==> config.mk <==
export PLATFORM = sky130hd
export DESIGN_NAME = mmind_game_ctrl
export DESIGN_NICKNAME = d
export VERILOG_FILES = /design/src/rtl/mmind_pkg.sv /design/src/rtl/btn_edge.sv /design/src/rtl/mmind_game_ctrl.sv
export SDC_FILE = /design/constraint.sdc
export NUM_CORES = 1
export LEC_CHECK = 0
export BUFFER_PORTS_ARGS = -buffer_cell sky130_fd_sc_hd__buf_2
export CAP_MARGIN = 0
export CORE_ASPECT_RATIO = 0.75
export CORE_MARGIN = 1
export CORE_UTILIZATION = 48
export CTS_BUF_LIST = sky130_fd_sc_hd__clkbuf_8
export CTS_CLUSTER_DIAMETER = 200
export DETAILED_ROUTE_END_ITERATION = 7
export GPL_ROUTABILITY_DRIVEN = 0
export PLACE_DENSITY = 0.79
export SYNTH_ARGS = -nofsm -noshare
export SYNTH_HDL_FRONTEND = slang
export SYNTH_SLANG_ARGS = --single-unit
==> constraint.sdc <==
create_clock -name clk -period 1.5 [get_ports clk]
set_input_delay 0.3 -clock clk [delete_from_list [all_inputs] [get_ports clk]]
set_output_delay 0.3 -clock clk [all_outputs]
set_load 0.02 [all_outputs]
==> src/rtl/mmind_pkg.sv <==
// -----------------------------------------------------------------------------
// mmind_pkg
// Shared definitions for the Mastermind game sequencer.
//   state_t     : sequencer states
//   NBITS       : bits compared per guess (a full match is correct == NBITS)
//   NBITS_W     : width of the correct-count input
//   SWCNT_LAST  : last switch-select index scanned before judging
// -----------------------------------------------------------------------------
package mmind_pkg;

   typedef enum logic [2:0] {
      ST_IDLE,
      ST_ARMED,
      ST_CLR,
      ST_SCAN,
      ST_JUDGE,
      ST_WIN,
      ST_LOSE
   } state_t;

   localparam int         NBITS      = 8;
   localparam int         NBITS_W    = 4;
   localparam logic [2:0] SWCNT_LAST = 3'd7;

endpackage

==> src/rtl/btn_edge.sv <==
// -----------------------------------------------------------------------------
// btn_edge
// Conditions a raw push button: two-flop synchronizer, rising-edge detect and
// an output register. A press yields one registered pulse on the 3rd rising
// clk edge after raw rises; holding the button produces no further pulses.
// Ports:
//   clk   : system clock
//   reset : asynchronous, active-high clear
//   raw   : button level, asynchronous to clk
//   pulse : one-cycle registered press pulse
// -----------------------------------------------------------------------------
module btn_edge (
   input  logic clk,
   input  logic reset,
   input  logic raw,
   output logic pulse
);

   logic sync1;
   logic sync2;
   logic sync_q;

   // NOTE: non-blocking assignments make every flop sample the pre-edge value
   // of its neighbour, so the chain shifts by exactly one stage per clock.
   always_ff @(posedge clk or posedge reset) begin
      if (reset) begin
         sync1  <= 1'b0;
         sync2  <= 1'b0;
         sync_q <= 1'b0;
         pulse  <= 1'b0;
      end else begin
         sync1  <= raw;
         sync2  <= sync1;
         sync_q <= sync2;
         pulse  <= sync2 & ~sync_q;
      end
   end

endmodule

==> src/rtl/mmind_game_ctrl.sv <==
// -----------------------------------------------------------------------------
// mmind_game_ctrl
// Game-level sequencer for the Mastermind datapath. Loads the answer, runs the
// 8-cycle bit-serial compare, judges each guess and limits the player to
// MAX_TRIES attempts.
// Ports:
//   clk, reset          : clock, asynchronous active-high reset
//   setans, guess       : raw buttons (asynchronous to clk)
//   swcnt               : switch-select counter value from the datapath
//   correct             : correct-bit count from the datapath
//   swcnt_clr, swcnt_en : switch-select counter clear / advance
//   corr_clr, corr_en   : correct counter clear / compare qualify
//   ans_en              : load switches into the answer register
//   tries               : guesses judged since the last answer load
//   win, lose, busy     : status levels for the display
// -----------------------------------------------------------------------------
module mmind_game_ctrl
   import mmind_pkg::*;
#(
   parameter int MAX_TRIES = 8,
   parameter int TRY_W     = 4
) (
   input  logic             clk,
   input  logic             reset,
   input  logic             setans,
   input  logic             guess,
   input  logic [2:0]       swcnt,
   input  logic [3:0]       correct,
   output logic             swcnt_clr,
   output logic             swcnt_en,
   output logic             corr_clr,
   output logic             corr_en,
   output logic             ans_en,
   output logic [TRY_W-1:0] tries,
   output logic             win,
   output logic             lose,
   output logic             busy
);

   localparam logic [TRY_W-1:0]   MAX_T    = TRY_W'(MAX_TRIES);
   localparam logic [TRY_W-1:0]   ONE_T    = TRY_W'(1);
   localparam logic [NBITS_W-1:0] ALL_HITS = NBITS_W'(NBITS);

   state_t           state;
   state_t           state_next;
   logic [TRY_W-1:0] tries_next;
   logic [TRY_W-1:0] tries_inc;
   logic             set_p;
   logic             guess_p;

   btn_edge u_set_edge (
      .clk   (clk),
      .reset (reset),
      .raw   (setans),
      .pulse (set_p)
   );

   btn_edge u_guess_edge (
      .clk   (clk),
      .reset (reset),
      .raw   (guess),
      .pulse (guess_p)
   );

   assign tries_inc = tries + ONE_T;

   always_ff @(posedge clk or posedge reset) begin
      if (reset) begin
         state <= ST_IDLE;
         tries <= '0;
      end else begin
         state <= state_next;
         tries <= tries_next;
      end
   end

   // NOTE: every output of this block is given a default before the case so
   // no path leaves a value unassigned, which would infer a latch.
   always_comb begin
      state_next = state;
      tries_next = tries;
      swcnt_clr  = 1'b0;
      swcnt_en   = 1'b0;
      corr_clr   = 1'b0;
      corr_en    = 1'b0;
      ans_en     = 1'b0;
      win        = 1'b0;
      lose       = 1'b0;
      busy       = 1'b0;

      case (state)
         ST_IDLE: begin
            if (set_p) begin
               ans_en     = 1'b1;
               tries_next = '0;
               state_next = ST_ARMED;
            end
         end
         ST_ARMED: begin
            // A simultaneous guess is dropped in favour of the answer reload.
            if (set_p) begin
               ans_en     = 1'b1;
               tries_next = '0;
            end else if (guess_p) begin
               state_next = ST_CLR;
            end
         end
         ST_CLR: begin
            swcnt_clr  = 1'b1;
            corr_clr   = 1'b1;
            busy       = 1'b1;
            state_next = ST_SCAN;
         end
         ST_SCAN: begin
            swcnt_en = 1'b1;
            corr_en  = 1'b1;
            busy     = 1'b1;
            if (swcnt == SWCNT_LAST) state_next = ST_JUDGE;
         end
         ST_JUDGE: begin
            swcnt_clr = 1'b1;
            busy      = 1'b1;
            if (tries != MAX_T) tries_next = tries_inc;
            if (correct == ALL_HITS)   state_next = ST_WIN;
            else if (tries_inc == MAX_T) state_next = ST_LOSE;
            else                       state_next = ST_ARMED;
         end
         ST_WIN, ST_LOSE: begin
            win  = (state == ST_WIN);
            lose = (state == ST_LOSE);
            if (set_p) begin
               ans_en     = 1'b1;
               tries_next = '0;
               state_next = ST_ARMED;
            end
         end
         default: state_next = ST_IDLE;
      endcase
   end

endmodule
==> impl_metrics.json <==
{
  "powerDensity_nw_per_um2": 1515,
  "synth_cell_types": 32,
  "track_usage_pct": 21.82,
  "violations": "negative setup slack",
  "clock-skew-final_ns": 0.003299,
  "root_buffer": "clkbuf_8",
  "power_leakage_nw": 0.5318,
  "antenna_found_initial": 0,
  "crit_type": "flip-flop to primary output",
  "initial_core_util_pct": 54.01,
  "synthFlopType": "dfrtp_1",
  "drv_cap": 0,
  "dieArea_um2": 1930,
  "setup_slack_ns": -0.1025,
  "syn_avg_cell_area_um2": 9.583,
  "wl_um": 1842,
  "synthCells": 88,
  "fp.dieH_um": 38.30,
  "yosys.area.top_type_share_pct": 44.51,
  "critPathArrivalTime_ns": 1.30,
  "drc": 0,
  "synth.area.top_cells": "dfrtp_1, ha_1, nand2_1",
  "diodes": 0,
  "numCtsBuffers": 3,
  "cp.required_ns": 1.20,
  "finalSetupViolCount": 5,
  "clkSlewWorstSetupHoldPaths_ns": 0.06,
  "cts.sinks": 15,
  "die_x_um": 50.40,
  "tightest_slew_ns": 0.5649,
  "worstReg2RegEnd": "state[0]$_DFFE_PP0P_",
  "clk_latency_ns": 0.25,
  "multi_input_area_um2": 429.2,
  "drv_slew": 0,
  "postPlaceCellArea_um2": 983.4,
  "min_period_ns": 1.602,
  "yosysWarnings": 0,
  "async_flop_share_pct": 100.0,
  "ys_seq_area_share_pct": 44.51,
  "syn_area_um2": 843.3,
  "synth_nets": 102,
  "fin_cells": 138,
  "clock_path_buffers": 2,
  "critPathMaxFanout": 5,
  "hpwl_um": 1280,
  "finalNetCount": 132,
  "wire_per_inst_um": 13.35,
  "fp.coreArea_um2": 1562,
  "final_util_pct": 70.75,
  "synth_edf_count": 0,
  "final_layout_size_suffix_gt1_share_pct": 41.88,
  "grt_max_degree": 16,
  "r2r_start": "tries[0]$_DFFE_PP0P_",
  "route.vias.total": 734,
  "hold_path.class": "primary input to async pin",
  "endpoint": "ans_en",
  "period_share_pct": 106.8,
  "layout_commonest_cell": "buf_2",
  "start_kind": "flip-flop",
  "status": "complete, but fails checks",
  "grt_pass1_vias": 621,
  "post-synth-top-area-cell": "dfrtp_1",
  "detail-route-antenna-nets": 0,
  "grt_pass1_wl_um": 2863,
  "syn2layout_area_growth_pct": 31.01,
  "ir_worst_vdd_v": 0.001068,
  "ff_latch_area_um2": 379.1,
  "final_cell_mix": "buf_2, dfrtp_1, buf_4",
  "drt_iter0_drc": 26,
  "final_area_um2": 1105,
  "setup_tns_ns": -0.1768,
  "rsz0062_at_grt": "true",
  "grt_overflow_total": 0,
  "n_fill_cell": 130,
  "hold_viol": 0,
  "htreeDepth": 1,
  "cts_tree": "done",
  "crit_path_end_kind": "primary output",
  "viasPerCell": 5.319,
  "slew_headroom_pct": 62.30,
  "drt_pass1_iterations": 4,
  "placed_cells": 131,
  "reg2reg_slack_ns": 0.09,
  "rows": 12,
  "worstRegToRegCells": 6,
  "portBuffers": 22,
  "yosys_register_bits": 15,
  "max_freq_mhz": 624.0,
  "ioPinCount": 23,
  "cp-startpoint": "state[0]$_DFFE_PP0P_"
}
-- metrics by stage --
step | setup WS [ns] | hold WS, ns | power, mW
2_1_floorplan | 0.02287 | 0.2013 | 1.035
3_3_place_gp | 0.06781 | 0.3335 | 1.198
3_5_place_dp | 0.01442 | 0.3380 | 1.211
4_1_cts | -0.09283 | 0.1144 | 1.644
5_1_grt | -0.1296 | 0.1457 | 1.762
6_report | -0.1025 | 0.09312 | 1.674
-- kinds of logic after synthesis --
logic type	after synthesis	share of synthesized area [%]
AO/OA/AOI/OAI	18	15.43
XOR/XNOR	4	4.155
adder cells (fa/ha/maj)	3	4.452
buffers and inverters	12	7.417
flip-flops	15	44.51
multiplexers	1	1.335
AND/OR/NAND/NOR	35	22.70
-- flip-flops by register name, summed over array words and instances, names as in the netlist --
| signal | cells |
|---|---|
| tries | 4 |
| state | 3 |
| u_guess_edge.pulse | 1 |
| u_guess_edge.sync1 | 1 |
| u_guess_edge.sync2 | 1 |
| u_guess_edge.sync_q | 1 |
| u_set_edge.pulse | 1 |
| u_set_edge.sync1 | 1 |
| u_set_edge.sync2 | 1 |
| u_set_edge.sync_q | 1 |
-- cell usage after synthesis (all sizes together) (2+ instances only) --
master,count
dfrtp,15
nand2,8
nor2,8
inv,7
a21oi,6
buf,5
nand3,5
nor2b,4
o21ai,4
and3,3
ha,3
nand2b,3
nand4,2
xnor2,2
xor2,2
-- power by group --
group / internal [mW] / leakage, nW / total [mW] / switching, mW
Sequential: 0.461 / 0.182 / 0.523 / 0.0615
Combinational: 0.362 / 0.328 / 0.815 / 0.454
Clock: 0.187 / 0.0217 / 0.336 / 0.149
Total: 1.01 / 0.532 / 1.67 / 0.664
-- worst min-delay path by stage --
| stage | end | slack [ns] |
|---|---|---|
| 2_1_floorplan | state[0]$_DFFE_PP0P_ | 0.20 |
| 3_3_place_gp | u_guess_edge.sync2$_DFF_PP0_ | 0.33 |
| 3_5_place_dp | u_set_edge.sync2$_DFF_PP0_ | 0.34 |
| 4_1_cts | tries[2]$_DFFE_PP0P_ | 0.11 |
| 5_1_grt | u_set_edge.pulse$_DFF_PP0_ | 0.15 |
| 6_report | u_set_edge.pulse$_DFF_PP0_ | 0.09 |
-- critical path: stages (launching register included) --
cell and delay (ns):
dfrtp_1 0.43, nand2b_4 0.18, nand2b_4 0.15, and3_4 0.16, buf_6 0.12
-- what timing repair did --
action                     in CTS  in global routing
gates resized for setup        10                  7
setup endpoints to repair       6                  9
pin swaps                       0                  0
hold buffers                    0                  0
setup buffers                   4                  0
-- area by class of cell --
class | instances | area share, %
sequential | 15 | 34.31
clock inverter | 1 | 0.6795
clock buffer | 3 | 3.737
inverter | 7 | 2.378
multi-input combinational | 61 | 38.84
tap | 21 | 2.378
timing repair buffer | 30 | 17.67
-- metal layers --
layer / global-route usage (%) / vias up / part of all wire, %
li1: - / 359 / -
met1: 27.46 / 337 / 45
met2: 35.33 / 32 / 46
met3: 7.540 / 6 / 6.6
met4: 7.639 / 0 / 2.0
met5: 0 / - / 0
Power figures use the tool's default switching activity.
